$ cat src/rtl/pe_arr_pkg.sv
// Shared definitions for the PE array sequencer.
//   ctrl_state_t : sequencer FSM states
//   DATA_W       : operand byte width per lane
//   drain_len()  : cycles from the last buffer read until every PE result is final
package pe_arr_pkg;

   localparam int unsigned DATA_W = 8;

   typedef enum logic [2:0] {
      IDLE,
      CLEAR,
      FEED,
      DRAIN,
      DONE
   } ctrl_state_t;

   // Covers buffer latency (1), the output register (1), the skew and
   // propagation across the array (ROWS-1 + COLS-1) and the PE pipeline.
   function automatic int unsigned drain_len(input int unsigned rows,
                                             input int unsigned cols,
                                             input int unsigned pe_lat);
      return rows + cols + pe_lat;
   endfunction

endpackage

$ cat src/rtl/skew_line.sv
// Zero-reset register chain used to delay one array lane.
//   clk, rst : clock and asynchronous active-high reset
//   clr      : synchronous clear of every stage
//   d        : lane input
//   q        : lane input delayed by DEPTH cycles
module skew_line
   import pe_arr_pkg::*;
#(
   parameter int unsigned WIDTH = 8,
   parameter int unsigned DEPTH = 1
) (
   input  logic             clk,
   input  logic             rst,
   input  logic             clr,
   input  logic [WIDTH-1:0] d,
   output logic [WIDTH-1:0] q
);

   logic [WIDTH-1:0] stage_q [DEPTH];
   logic [WIDTH-1:0] stage_d [DEPTH];

   always_comb begin
      for (int unsigned i = 0; i < DEPTH; i++) begin
         stage_d[i] = '0;
      end
      if (!clr) begin
         stage_d[0] = d;
         for (int unsigned i = 1; i < DEPTH; i++) begin
            stage_d[i] = stage_q[i-1];
         end
      end
   end

   always_ff @(posedge clk or posedge rst) begin
      if (rst) begin
         for (int unsigned i = 0; i < DEPTH; i++) begin
            stage_q[i] <= '0;
         end
      end else begin
         for (int unsigned i = 0; i < DEPTH; i++) begin
            stage_q[i] <= stage_d[i];
         end
      end
   end

   assign q = stage_q[DEPTH-1];

endmodule

$ cat src/rtl/pe_arr_ctrl.sv
// Sequencer for a ROWS x COLS systolic PE array.
// On start: one accumulator clear cycle, K buffer reads (addresses 0..K-1),
// diagonally skewed lane data plus a fire wavefront into the array, a drain
// period until all PE results are final, then a one-cycle done pulse.
//   start/k_len/abort         : job control (k_len sampled with start in IDLE)
//   buf_rd_en/buf_rd_addr     : read port shared by weight and activation buffers
//   w_rd_data/a_rd_data       : buffer data, valid one cycle after buf_rd_en
//   arr_w/arr_a/arr_fire      : skewed operands and fire into the array
//   acc_clr/busy/done/err     : status pulses and levels
module pe_arr_ctrl
   import pe_arr_pkg::*;
#(
   parameter int unsigned ROWS   = 8,
   parameter int unsigned COLS   = 8,
   parameter int unsigned ADDR_W = 8,
   parameter int unsigned PE_LAT = 1
) (
   input  logic                   clk,
   input  logic                   rst,
   input  logic                   start,
   input  logic [ADDR_W:0]        k_len,
   input  logic                   abort,
   output logic                   buf_rd_en,
   output logic [ADDR_W-1:0]      buf_rd_addr,
   input  logic [DATA_W*COLS-1:0] w_rd_data,
   input  logic [DATA_W*ROWS-1:0] a_rd_data,
   output logic [DATA_W*COLS-1:0] arr_w,
   output logic [DATA_W*ROWS-1:0] arr_a,
   output logic                   arr_fire,
   output logic                   acc_clr,
   output logic                   busy,
   output logic                   done,
   output logic                   err
);

   localparam int unsigned DL    = drain_len(ROWS, COLS, PE_LAT);
   localparam int unsigned CNT_W = (DL > 1) ? $clog2(DL) : 1;

   ctrl_state_t       state_q, state_d;
   logic [ADDR_W-1:0] addr_q, addr_d;
   logic [ADDR_W-1:0] k_last_q, k_last_d;
   logic [CNT_W-1:0]  drain_q, drain_d;
   logic              err_q, err_d;
   logic              rd_vld_q, rd_vld_d;
   logic              active;
   logic              skew_clr;

   logic [DATA_W*COLS-1:0] w_in;
   logic [DATA_W*ROWS-1:0] a_in;

   always_comb begin
      state_d  = state_q;
      addr_d   = addr_q;
      k_last_d = k_last_q;
      drain_d  = drain_q;
      err_d    = 1'b0;
      active   = (state_q == CLEAR) || (state_q == FEED) || (state_q == DRAIN);

      case (state_q)
         IDLE: begin
            if (start) begin
               if (k_len != '0) begin
                  // K-1 fits in ADDR_W bits, so K = 2**ADDR_W ends at all-ones without wrap.
                  k_last_d = ADDR_W'(k_len - (ADDR_W+1)'(1));
                  state_d  = CLEAR;
               end else begin
                  err_d = 1'b1;
               end
            end
         end
         CLEAR: begin
            addr_d  = '0;
            state_d = abort ? IDLE : FEED;
         end
         FEED: begin
            if (abort) begin
               addr_d  = '0;
               state_d = IDLE;
            end else if (addr_q == k_last_q) begin
               addr_d  = '0;
               drain_d = '0;
               state_d = DRAIN;
            end else begin
               addr_d = addr_q + ADDR_W'(1);
            end
         end
         DRAIN: begin
            if (abort) begin
               drain_d = '0;
               state_d = IDLE;
            end else if (drain_q == CNT_W'(DL - 1)) begin
               drain_d = '0;
               state_d = DONE;
            end else begin
               drain_d = drain_q + CNT_W'(1);
            end
         end
         DONE: begin
            state_d = IDLE;
         end
         default: begin
            state_d = IDLE;
         end
      endcase

      // An abort flushes everything in flight on the same edge the FSM leaves.
      skew_clr = active && abort;
      rd_vld_d = (state_q == FEED) && !skew_clr;
   end

   always_ff @(posedge clk or posedge rst) begin
      if (rst) begin
         state_q  <= IDLE;
         addr_q   <= '0;
         k_last_q <= '0;
         drain_q  <= '0;
         err_q    <= 1'b0;
         rd_vld_q <= 1'b0;
      end else begin
         state_q  <= state_d;
         addr_q   <= addr_d;
         k_last_q <= k_last_d;
         drain_q  <= drain_d;
         err_q    <= err_d;
         rd_vld_q <= rd_vld_d;
      end
   end

   assign busy        = (state_q != IDLE);
   assign acc_clr     = (state_q == CLEAR);
   assign buf_rd_en   = (state_q == FEED);
   assign buf_rd_addr = addr_q;
   assign done        = (state_q == DONE);
   assign err         = err_q;

   assign w_in = rd_vld_q ? w_rd_data : '0;
   assign a_in = rd_vld_q ? a_rd_data : '0;

   for (genvar c = 0; c < COLS; c++) begin : g_w_lane
      skew_line #(
         .WIDTH(DATA_W),
         .DEPTH(c + 1)
      ) u_skew (
         .clk(clk),
         .rst(rst),
         .clr(skew_clr),
         .d  (w_in[DATA_W*c +: DATA_W]),
         .q  (arr_w[DATA_W*c +: DATA_W])
      );
   end

   for (genvar r = 0; r < ROWS; r++) begin : g_a_lane
      skew_line #(
         .WIDTH(DATA_W),
         .DEPTH(r + 1)
      ) u_skew (
         .clk(clk),
         .rst(rst),
         .clr(skew_clr),
         .d  (a_in[DATA_W*r +: DATA_W]),
         .q  (arr_a[DATA_W*r +: DATA_W])
      );
   end

   skew_line #(
      .WIDTH(1),
      .DEPTH(1)
   ) u_fire (
      .clk(clk),
      .rst(rst),
      .clr(skew_clr),
      .d  (rd_vld_q),
      .q  (arr_fire)
   );

endmodule
$ cat config.mk
export PLATFORM = sky130hd
export DESIGN_NAME = pe_arr_ctrl
export DESIGN_NICKNAME = d
export VERILOG_FILES = /design/src/rtl/pe_arr_pkg.sv /design/src/rtl/skew_line.sv /design/src/rtl/pe_arr_ctrl.sv
export SDC_FILE = /design/constraint.sdc
export NUM_CORES = 1
export LEC_CHECK = 0
export BUFFER_PORTS_ARGS = -buffer_cell sky130_fd_sc_hd__buf_2
export CAP_MARGIN = 20
export CORE_MARGIN = 4
export CORE_UTILIZATION = 23
export DETAILED_ROUTE_END_ITERATION = 12
export PLACE_DENSITY = 0.39
export REMOVE_ABC_BUFFERS = 1
export SYNTH_ARGS = -nofsm -noshare
export SYNTH_HDL_FRONTEND = slang
export SYNTH_HIERARCHICAL = 1
export SYNTH_SLANG_ARGS = --single-unit
$ cat constraint.sdc
create_clock -name clk -period 15.8 [get_ports clk]
set_clock_uncertainty 0.2 [all_clocks]
set_input_delay 2.37 -clock clk [delete_from_list [all_inputs] [get_ports clk]]
set_output_delay 2.37 -clock clk [all_outputs]
set_load 0.02 [all_outputs]
==> out/results.ini <==
[run_status]
outcome = finished, final reports clean

[worst_setup_path]
crit_family = buffers and inverters
worstPathRequired_ns = 16.09
cp_data_arrival_time_ns = 4.80
cp-end-kind = flip-flop
slowest_delay_ns = 0.74
cp-start-kind = input port
critical_path_class = in -> reg
cp_slowest_cell = buf_4
critPathBufInv = 3
crit_path_max_fanout = 158
path_cells = buf_2 -> nor3b_2 -> buf_4 -> buf_12 -> and2b_2

[synth]
synth_seq_area_share_pct = 66.59
syn_inst = 1635
ys_seq_elements = 603
synth.largest_area_cell = dfrtp_1
synth_top_area_share_pct = 66.59
synth_edf_count = 0
yosys-top-cells-area = dfrtp_1 67%, nor2b_2 11%, nor2b_1 7.6%, buf_4 3.9%, and2_1 3.6%
synth_cell_types = 50
async_reset_ff_share_pct = 100.0
synth_area_per_cell_um2 = 13.86
ys.flop_type = dfrtp_1
yosys_warnings = 6
synth_area_mm2 = 0.02266

[run]
cap_viol_max_count = 0

[clock_tree]
cts_setup_buffers = 0
clk_pin_slew_worst_paths_ns = 0.06
cts_inserted_buffers = 73
ctsResizeCount = 0
htreeDepth = 3
holdBufCountCts = 0
clock_path_buffers = 3
clkSinkCount = 603
cts.root.buffer_cell = clkbuf_16
insertion_delay_ns = 0.61
cts_tree = built

[global_routing]
grt_antenna_before_repair = 10
grt_usage_pct = 8.604
grt-ovfl-total = 0
grt_pass1_wl_um = 70090
grt_max_degree = 182
grt_pass1_vias = 12220

[timing]
fin_crit_sh_pct = 28.55
finalSetupViolCount = 0
rsz0062_at_grt = false
finalSetupTns_ns = 0
max_freq_mhz = 221.7
hold_viol_final = 0
max_slew.worst_pin.slew_ns = 1.042
drv_slew = 0
period_needed_ns = 4.511
timing.slew.headroom_pct = 30.53

[finish]
mostFrequentLayoutCells = 602 x dfrtp_1, 284 x nor2b_2, 282 x buf_2
fin_nets = 1971
area_growth_pct = 19.03
fillCellCount = 10070
drive_above_1_share_pct = 39.20
ff_latch_area_mm2 = 0.01509
multi_input_area_mm2 = 0.005988
layout_commonest_cell = dfrtp_1

[pwr]
p_leak_uw = 0.01364
power_density_mw_per_mm2 = 146.9
power_uw = 3962
ir_drop_uv = 74.66

[route]
vias = 11260
dr_wl_met3_um = 4014
wire_per_inst_um = 13.69
drt_iter0_drc = 431
drc_errors = 0
drtAntennaViolNets = 0
dr.max_layer_used = met5
dr_wl_met2_um = 19080
drt-total-wl_um = 43230
drt-pass1-iter-count = 4
drt-vias-per-instance = 3.564
met1Wirelength_um = 18760

[worst_hold_path]
min_path_type = reg -> reg

[placement]
port-buffer-count = 282
place_congestion = 0.7072
hpwl_um = 25880

[die]
fp.dieW_um = 321.9
die_height_um = 321.9
rows = 114
core-area_mm2 = 0.09728
die-area_mm2 = 0.1036
initial_core_util_pct = 23.29
top_level_ports = 283

registers in the layout, indices dropped and copies added, names as in the netlist:
register	flops
state_q	3
g_w_lane.u_skew/stage_q	224
buf_rd_addr	8
k_last_q	8
g_a_lane.u_skew/q	64
rd_vld_q	1
g_w_lane.u_skew/q	64
u_fire/q	1
drain_q	5
g_a_lane.u_skew/stage_q	224
err	1
per-layer routing:
| layer | vias to the layer above | GRT usage (%) |
|---|---|---|
| li1 | 5262 | - |
| met1 | 5637 | 10.84 |
| met2 | 266 | 12.80 |
| met3 | 89 | 3.977 |
| met4 | 6 | 3.458 |
| met5 | - | 0 |
where the power goes:
part           total, uW  internal (uW)  switching (uW)
Clock               1730           1070             656
Sequential          1710           1660            44.7
Combinational        524            171             353
final cells by class:
class,instances,share of cell area (%)
sequential,603,55.96
clock buffer,98,7.566
inverter,30,0.4175
multi-input combinational,817,22.20
tap,1276,5.919
clock inverter,32,1.753
timing repair buffer,300,6.160
antenna,3,0.02783
stage by stage:
step	cell area (um^2)	instances	utilization [%]	setup WS (ns)	hold slack, ns
2_1_floorplan	21190	1450	-	-30.99	0.2327
3_3_place_gp	24340	3021	25.02	10.71	0.2380
3_5_place_dp	24340	3021	25.02	10.69	0.2431
4_1_cts	26850	3151	27.60	11.25	0.2461
5_1_grt	26970	3156	27.72	11.19	0.2648
6_report	26970	3159	27.73	11.29	0.2451
logic make-up (layout without fill, tap and decap cells):
kind of cell / count (synthesis) / after routing / synth area share [%]
compound gates: 29 / 29 / 0.9387
fa+ha+maj: 5 / 5 / 0.2761
mux: 3 / 3 / 0.1380
other cells: 0 / 3 / 0
xor+xnor: 18 / 18 / 0.6957
buf+inv: 215 / 460 / 7.007
simple gates: 762 / 762 / 24.36
flops: 603 / 603 / 66.59
cell usage after synthesis (6+ instances only):
| master | number |
|---|---|
| buf_2 | 6 |
| buf_4 | 118 |
| and2_1 | 129 |
| dfrtp_1 | 603 |
| xnor2_1 | 16 |
| nor2b_2 | 284 |
| buf_6 | 34 |
| and2b_2 | 12 |
| nand2_1 | 8 |
| clkbuf_4 | 8 |
| nor2_1 | 15 |
| nor2b_1 | 274 |
| and2b_1 | 8 |
| inv_1 | 30 |
| clkbuf_1 | 15 |
final timing paths:
kind,start,endpoint,slack [ns],cells after the start
worst max-delay path,abort,g_a_lane[1].u_skew/q[1],11.29,5
worst min-delay path,g_a_lane[6].u_skew/stage_q[27],g_a_lane[6].u_skew/stage_q[19],0.25,1
worst max register to register,state_q[2],g_a_lane[1].u_skew/q[1],12.55,4
worst min register to register,g_a_lane[6].u_skew/stage_q[27],g_a_lane[6].u_skew/stage_q[19],0.25,1
max in group asynchronous,rst,g_w_lane[6].u_skew/stage_q[10],12.62,4
min in group asynchronous,rst,u_fire/q,1.74,3
(Power assumes the default switching activity.)
